==> src/rtl/ext_bus_pkg.sv <==
// ext_bus_pkg: state encoding, pin indices, default timing and helpers shared by the ext_bus_host slice
package ext_bus_pkg;

    localparam int DATA_W_DEF   = 34;
    localparam int PIN_OEB      = DATA_W_DEF;
    localparam int PIN_WEB      = DATA_W_DEF + 1;
    localparam int RD_WAIT_DEF  = 2;
    localparam int WR_PULSE_DEF = 1;
    localparam int TURN_DEF     = 1;
    localparam int SYNC_STAGES  = 2;

    typedef enum logic [2:0] {
        S_IDLE,
        S_RD_STROBE,
        S_WR_SETUP,
        S_WR_STROBE,
        S_WR_HOLD,
        S_DONE,
        S_TURN
    } state_t;

    function automatic int max3(input int a, input int b, input int c);
        return (a > b) ? ((a > c) ? a : c) : ((b > c) ? b : c);
    endfunction

endpackage

==> src/rtl/ext_bus_sync.sv <==
// ext_bus_sync: parameterised-width two-flop synchronizer, async active-high reset to 0
// Ports:
//   clk_i  - clock
//   rst_i  - asynchronous active-high reset
//   d_i    - asynchronous input bits
//   q_o    - synchronized output, two clk_i edges behind d_i
module ext_bus_sync #(
    parameter int W = 1
) (
    input  logic         clk_i,
    input  logic         rst_i,
    input  logic [W-1:0] d_i,
    output logic [W-1:0] q_o
);

    logic [W-1:0] s1_q;
    logic [W-1:0] s2_q;

    always_ff @(posedge clk_i or posedge rst_i) begin
        if (rst_i) begin
            s1_q <= '0;
            s2_q <= '0;
        end else begin
            s1_q <= d_i;
            s2_q <= s1_q;
        end
    end

    assign q_o = s2_q;

endmodule

==> src/rtl/ext_bus_host.sv <==
// ext_bus_host: host initiator for the parallel pad bus (data, active-low OEb, active-low WEb)
// Ports:
//   clk_i, rst_i           - clock, asynchronous active-high reset
//   req_valid/req_ready    - request handshake, ready only while idle
//   req_we, req_wdata      - 1 = write of req_wdata, 0 = read
//   resp_valid, resp_rdata - one-cycle completion pulse, last read data (held)
//   busy                   - transaction or turnaround in progress
//   io_out, io_oeb, io_in  - pads: [DATA_W-1:0] data, [DATA_W] OEb, [DATA_W+1] WEb; io_oeb 0 = drive
// Build option: define EXT_BUS_HOST_SYNC_EN to pass read data through a 2-flop synchronizer;
// the read strobe is then lengthened by two cycles to cover the synchronizer delay.
module ext_bus_host
    import ext_bus_pkg::*;
#(
    parameter int DATA_W   = DATA_W_DEF,
    parameter int RD_WAIT  = RD_WAIT_DEF,
    parameter int WR_PULSE = WR_PULSE_DEF,
    parameter int TURN     = TURN_DEF
) (
    input  logic              clk_i,
    input  logic              rst_i,
    input  logic              req_valid,
    output logic              req_ready,
    input  logic              req_we,
    input  logic [DATA_W-1:0] req_wdata,
    output logic              resp_valid,
    output logic [DATA_W-1:0] resp_rdata,
    output logic              busy,
    output logic [DATA_W+1:0] io_out,
    output logic [DATA_W+1:0] io_oeb,
    input  logic [DATA_W+1:0] io_in
);

    logic [DATA_W-1:0] rd_src;
    logic              unused_pins;

    assign unused_pins = ^io_in[DATA_W+1:DATA_W];

`ifdef EXT_BUS_HOST_SYNC_EN
    localparam int RD_LEN = RD_WAIT + SYNC_STAGES;

    ext_bus_sync #(.W(DATA_W)) u_sync (
        .clk_i (clk_i),
        .rst_i (rst_i),
        .d_i   (io_in[DATA_W-1:0]),
        .q_o   (rd_src)
    );
`else
    localparam int RD_LEN = RD_WAIT;

    assign rd_src = io_in[DATA_W-1:0];
`endif

    localparam int CNT_W = $clog2(max3(RD_LEN, WR_PULSE, TURN) + 1);
    localparam logic [CNT_W-1:0] RD_LD   = CNT_W'(RD_LEN - 1);
    localparam logic [CNT_W-1:0] WR_LD   = CNT_W'(WR_PULSE - 1);
    localparam logic [CNT_W-1:0] TURN_LD = CNT_W'((TURN > 0) ? TURN - 1 : 0);

    state_t            state_q, state_d;
    logic [CNT_W-1:0]  cnt_q, cnt_d;
    logic              ready_q, ready_d;
    logic              busy_q, busy_d;
    logic              resp_valid_q, resp_valid_d;
    logic              oeb_q, oeb_d;
    logic              web_q, web_d;
    logic              drive_q, drive_d;
    logic [DATA_W-1:0] wdata_q, wdata_d;
    logic [DATA_W-1:0] rdata_q, rdata_d;
    logic              accept;

    assign accept = req_valid && ready_q;

    always_ff @(posedge clk_i or posedge rst_i) begin
        if (rst_i) begin
            state_q      <= S_IDLE;
            cnt_q        <= '0;
            ready_q      <= 1'b1;
            busy_q       <= 1'b0;
            resp_valid_q <= 1'b0;
            oeb_q        <= 1'b1;
            web_q        <= 1'b1;
            drive_q      <= 1'b0;
            wdata_q      <= '0;
            rdata_q      <= '0;
        end else begin
            state_q      <= state_d;
            cnt_q        <= cnt_d;
            ready_q      <= ready_d;
            busy_q       <= busy_d;
            resp_valid_q <= resp_valid_d;
            oeb_q        <= oeb_d;
            web_q        <= web_d;
            drive_q      <= drive_d;
            wdata_q      <= wdata_d;
            rdata_q      <= rdata_d;
        end
    end

    // Timed states load cnt with (length-1) on entry and leave when it reaches zero.
    always_comb begin
        state_d = state_q;
        cnt_d   = (cnt_q != '0) ? cnt_q - CNT_W'(1) : cnt_q;
        case (state_q)
            S_IDLE: begin
                if (accept) begin
                    state_d = req_we ? S_WR_SETUP : S_RD_STROBE;
                    cnt_d   = req_we ? '0 : RD_LD;
                end
            end
            S_RD_STROBE: state_d = (cnt_q == '0) ? S_DONE : S_RD_STROBE;
            S_WR_SETUP: begin
                state_d = S_WR_STROBE;
                cnt_d   = WR_LD;
            end
            S_WR_STROBE: state_d = (cnt_q == '0) ? S_WR_HOLD : S_WR_STROBE;
            S_WR_HOLD:   state_d = S_DONE;
            S_DONE: begin
                state_d = (TURN == 0) ? S_IDLE : S_TURN;
                cnt_d   = TURN_LD;
            end
            S_TURN:  state_d = (cnt_q == '0) ? S_IDLE : S_TURN;
            default: state_d = S_IDLE;
        endcase
    end

    // Outputs are decoded from the next state so the registered pins line up with state_q.
    always_comb begin
        ready_d      = (state_d == S_IDLE);
        busy_d       = (state_d != S_IDLE);
        resp_valid_d = (state_d == S_DONE);
        oeb_d        = (state_d != S_RD_STROBE);
        web_d        = (state_d != S_WR_STROBE);
        drive_d      = state_d inside {S_WR_SETUP, S_WR_STROBE, S_WR_HOLD};
        wdata_d      = (accept && req_we) ? req_wdata : wdata_q;
        rdata_d      = (state_q == S_RD_STROBE && cnt_q == '0) ? rd_src : rdata_q;
    end

    assign req_ready  = ready_q;
    assign busy       = busy_q;
    assign resp_valid = resp_valid_q;
    assign resp_rdata = rdata_q;
    assign io_out     = {web_q, oeb_q, wdata_q};
    assign io_oeb     = {2'b00, {DATA_W{~drive_q}}};

endmodule

==> config.mk <==
export PLATFORM = sky130hd
export DESIGN_NAME = ext_bus_host
export DESIGN_NICKNAME = d
export VERILOG_FILES = /design/src/rtl/ext_bus_pkg.sv /design/src/rtl/ext_bus_sync.sv /design/src/rtl/ext_bus_host.sv
export SDC_FILE = /design/constraint.sdc
export NUM_CORES = 1
export LEC_CHECK = 0
export ABC_AREA = 1
export BUFFER_PORTS_ARGS = -buffer_cell sky130_fd_sc_hd__buf_2
export CAP_MARGIN = 20
export CORE_ASPECT_RATIO = 1.4
export CORE_UTILIZATION = 49
export DETAILED_ROUTE_END_ITERATION = 8
export PLACE_DENSITY = 0.85
export SLEW_MARGIN = 0
export SYNTH_ARGS = -nofsm -noshare
export SYNTH_HDL_FRONTEND = slang
export SYNTH_SLANG_ARGS = --single-unit
==> constraint.sdc <==
create_clock -name clk_i -period 5.2 [get_ports clk_i]
set_clock_uncertainty 0.05 [all_clocks]
set_input_delay 1.04 -clock clk_i [delete_from_list [all_inputs] [get_ports clk_i]]
set_output_delay 1.04 -clock clk_i [all_outputs]
set_load 0.05 [all_outputs]
======== After elaboration in Yosys (flattened, before gate mapping) ========
Cells that the tools add are included.
storage, ports and cells
  input port bits ......................... 74
  output and inout port bits .............. 109
  bits in registers ....................... 79
  logic and storage cells ................. 44
cells by class
  add/subtract/negate cells ............... 1
  multiplexer cells ....................... 10
  reduce and logical (&&, ||, !) cells .... 10
  eq/ne operators ......................... 12
  bitwise operators ....................... 1
operators by type and width
  operator                                                               count
  3-bit case mux with 7 select lines                                     1
  3-bit equality test, second input constant                             5
  3-bit by 2-bit equality test with 1-bit output, second input constant  4
  3-bit two-way mux                                                      4
  3-bit zero test                                                        2
  2-bit two-way mux                                                      3
  3-bit nonzero test                                                     2
  2-bit case mux with 2 select lines                                     1
  3-bit by 1-bit equality test with 1-bit output, second input constant  1
  1-bit logical AND                                                      3
  3-bit by 1-bit != test with 1-bit output, second input constant        1
  3-bit by 2-bit != test with 1-bit output, second input constant        1
  2-bit zero test                                                        1
  2-bit nonzero test                                                     1
  2-bit OR reduction                                                     1
  2-bit by 1-bit subtractor with 2-bit output, second input constant     1
  1-bit two-way mux                                                      1
  1-bit inverter                                                         1

======== Depth between registers and ports, before layout ========
  depth in word-level cells ............... 5
  depth in mapped cells ................... 9
  gate-level depth less buffers ........... 8

======== Worst setup path before layout ========
No wires, ideal clock.
  kind .................................... reg-to-output
  start point ............................. register drive_q
  end point ............................... output port io_oeb[10]
  cell stages (with the launch flop) ...... 3
  path slack .............................. 2.649 ns
  data required time ...................... 4.110 ns
  arrival ................................. 1.461 ns
  path buffers ............................ 1
  cell sequence ........................... dfrtp_1 inv_1 buf_4
on the way
  longest elaborated chain between the ends .. 1
RTL lines
  element                   line                 source
  start: declaration        ext_bus_host.sv:65   logic drive_q, drive_d;
  start signal: assignment  ext_bus_host.sv:92   drive_q <= drive_d;
  1-bit inverter            ext_bus_host.sv:142  assign io_oeb = {2'b00, {DATA_W{~drive_q}}};
  end: declaration          ext_bus_host.sv:29   output logic [DATA_W+1:0] io_oeb,
No other way between the ends.

======== Worst setup path in the final report ========
  start point ............................. register drive_q
  end point ............................... output port io_oeb[5]
The elaborated chain is that of the path after synthesis.

==> impl_results.md <==
* Max Cap Viol at 0
* Share of cells above drive strength 1 at 47.6%
* Hold crit path type: reg -> reg
* Inst Count DP at 622
* Drt wl/cell at 11.0 um
* Yosys Warn Count at 0
* Flops & latches, synth at 79
* Fill count at 587
* CTS clock-pin slew for the worst setup and hold paths at 80 ps
* Sequential area share after synthesis at 55.0%
* Count of input and output buffers at 178
* Setup TNS at 0 ps
* Achievable Freq at 384 MHz
* Setup Fix Bufs, Post-CTS at 0
* Worst r2r path cells at 5
* Total GRT Usage at 17.7%
* Vias at 2838
* Post-CTS Hold Fix Bufs at 0
* Crit path launch type: flop
* H-tree depth at 3
* HPWL after DPL at 5170 um
* DIE HEIGHT at 103 um
* Worst Max-Slew Pin Slew at 815 ps
* Post-synthesis to final-layout area growth at 24.1%
* CP Capture Type: output pin
* R2r endpoint: cnt_q[0]$_DFF_PP0_
* Clk buf depth at 2
* Reg-to-reg startpoint: req_ready$_DFF_PP1_
* IO Pins at 183
* RSZ-0062 raised after global routing: false
* # setup viols final at 0
* Critical Path AT at 1510 ps
* CP Class: reg -> out
* Status: finished, final reports clean
* Routability Congestion at 0.837
* # nets final at 612
* Endpoint, Worst Hold: wdata_q[18]$_DFFE_PP0P_
* Ant diodes at 0
* Pin count of the biggest net entering global routing at 69
* Hold_sp: wdata_q[18]$_DFFE_PP0P_
* Latest clock arrival within the worst-skew pair at 330 ps
* Core Region at 0.00703 mm^2
* Row cnt at 36
* Netlist cell types at 23
* Via-to-Cell Ratio at 4.46
* Period Utilization, post-route at 50.1%
* Max-slew headroom at 45.7%
* Final Slew Violations at 0
* Overflow after GRT at 0
* Initial antenna violation count at 0
* Req. time, crit path at 4110 ps
* Die Wd at 74.5 um
* CTS root buffer: clkbuf_8
* CTS tree: built
* Starting density of the core at 51.3%
* Final Hold Viols at 0
* Synthesized instance count at 397
* Vias in the first global route at 2372
* Die area at 0.00770 mm^2
* Non-filler cells, final at 637
* Hold Path Depth at 2
* Reg2Reg Setup Slack at 3040 ps
* Global-route wire length before repair at 10400 um
* Mapped Avg Cell Area at 9.07 um^2
* CTS buffer count at 9
* Post-Synthesis Cell Area at 0.00360 mm^2
* Final WL at 6990 um
* Final antenna-violating net count at 0
* Detailed Route Iter0 Violations at 69
* Fin crit period at 2600 ps
* Post-CTS Resized at 0
* Worst-path maximum fanout at 34
* DRC viols at 0
* DR pass1 iterations at 4
* Clock sink total at 79
* Core Util, Final at 63.6%
## cells in the final DEF (no fill, tap or decap)
cell type / synthesis / final
o21ai_1: 14 / 14
o21a_1: 1 / 1
nand2_1: 138 / 138
nor2_2: 6 / 6
inv_1: 41 / 40
bufinv_16: 0 / 2
nand2_2: 23 / 23
clkinv_4: 0 / 1
nand3_2: 2 / 2
inv_2: 4 / 4
a21oi_1: 2 / 2
nand3_1: 6 / 6
dfrtp_1: 76 / 76
conb_1: 1 / 2
nor2_4: 3 / 3
clkbuf_8: 0 / 9
clkinv_2: 0 / 3
buf_4: 37 / 2
clkinvlp_4: 0 / 1
o21ai_2: 20 / 20
dfstp_2: 3 / 3
inv_4: 1 / 1
buf_2: 9 / 178
nor2_1: 3 / 3
nand4_1: 1 / 1
o22ai_1: 1 / 1
## flip-flops by register name, summed over array words and instances (netlist names)
register,cells
drive_q,1
busy,1
web_q,1
resp_rdata,34
wdata_q,34
state_q,3
oeb_q,1
resp_valid,1
req_ready,1
cnt_q,2
## metal layers
layer	wire length [um]	track usage [%]	vias to the layer above
li1	-	-	1440
met1	2850	20.1	1273
met5	0	0	-
met2	3590	30.8	117
met4	82	8.56	0
met3	468	4.07	8
## area by class of cell
class | count | area, um^2 | area share [%]
flip-flops and latches | 79 | 1980 | 44.3
multi-input cells | 222 | 1080 | 24.1
repair buffers | 180 | 906 | 20.3
inverters | 46 | 176 | 3.95
clock buffers | 9 | 124 | 2.77
well taps | 95 | 119 | 2.66
clock inverters | 6 | 86.3 | 1.93
## synthesized netlist by cell type
library cell | instances | area share (%)
inv_1 | 41 | 4.3
nand4_1 | 1 | 0.17
dfrtp_1 | 76 | 53
conb_1 | 1 | 0.10
nand2_2 | 23 | 4.0
dfstp_2 | 3 | 2.2
o21ai_1 | 14 | 1.9
nand2_1 | 138 | 14
nor2_2 | 6 | 1.0
nor2_4 | 3 | 0.94
nand3_1 | 6 | 0.83
inv_4 | 1 | 0.17
buf_6 | 4 | 1.3
a21oi_1 | 2 | 0.28
buf_4 | 37 | 7.7
o21ai_2 | 20 | 4.9
buf_2 | 9 | 1.3
inv_2 | 4 | 0.42
o22ai_1 | 1 | 0.17
nand3_2 | 2 | 0.56
clkbuf_2 | 1 | 0.14
o21a_1 | 1 | 0.21
nor2_1 | 3 | 0.31
## metrics by stage
stage | hold slack, ps | cell area [um^2] | worst slack (ps)
final | 421 | 4470 | 2600
after floorplan | 472 | 3610 | 2090
after global placement | 400 | 4260 | 2440
after detailed placement | 404 | 4260 | 2430
after CTS | 425 | 4470 | 2550
after global routing | 449 | 4470 | 2420
## worst max path at each step
stage / slack [ps] / cells past startpoint / startpoint / endpoint
final: 2600 / 2 / drive_q$_DFF_PP0_ / io_oeb[5]
after global routing: 2420 / 2 / drive_q$_DFF_PP0_ / io_oeb[4]
after CTS: 2550 / 2 / drive_q$_DFF_PP0_ / io_oeb[25]
after detailed placement: 2430 / 6 / req_valid / cnt_q[0]$_DFF_PP0_
after global placement: 2440 / 6 / req_valid / cnt_q[0]$_DFF_PP0_
after floorplan: 2090 / 1 / rst_i / busy$_DFF_PP0_
## kinds of logic (layout without fill, tap and decap cells)
logic type | count (synthesis) | count (layout) | share of synthesized area [%]
flip-flops | 79 | 79 | 55.0
AO/OA/AOI/OAI | 38 | 38 | 7.47
AND/OR/NAND/NOR | 182 | 182 | 22.2
other | 1 | 2 | 0.104
buffers and inverters | 97 | 241 | 15.2
## worst max-delay path, cell delays in order, from the launching register on
cell and delay (ps):
dfrtp_1 360, inv_1 440, buf_2 380
Power is not shown: default switching activity piles up to over one toggle a cycle in this logic, so the estimate is an artifact.
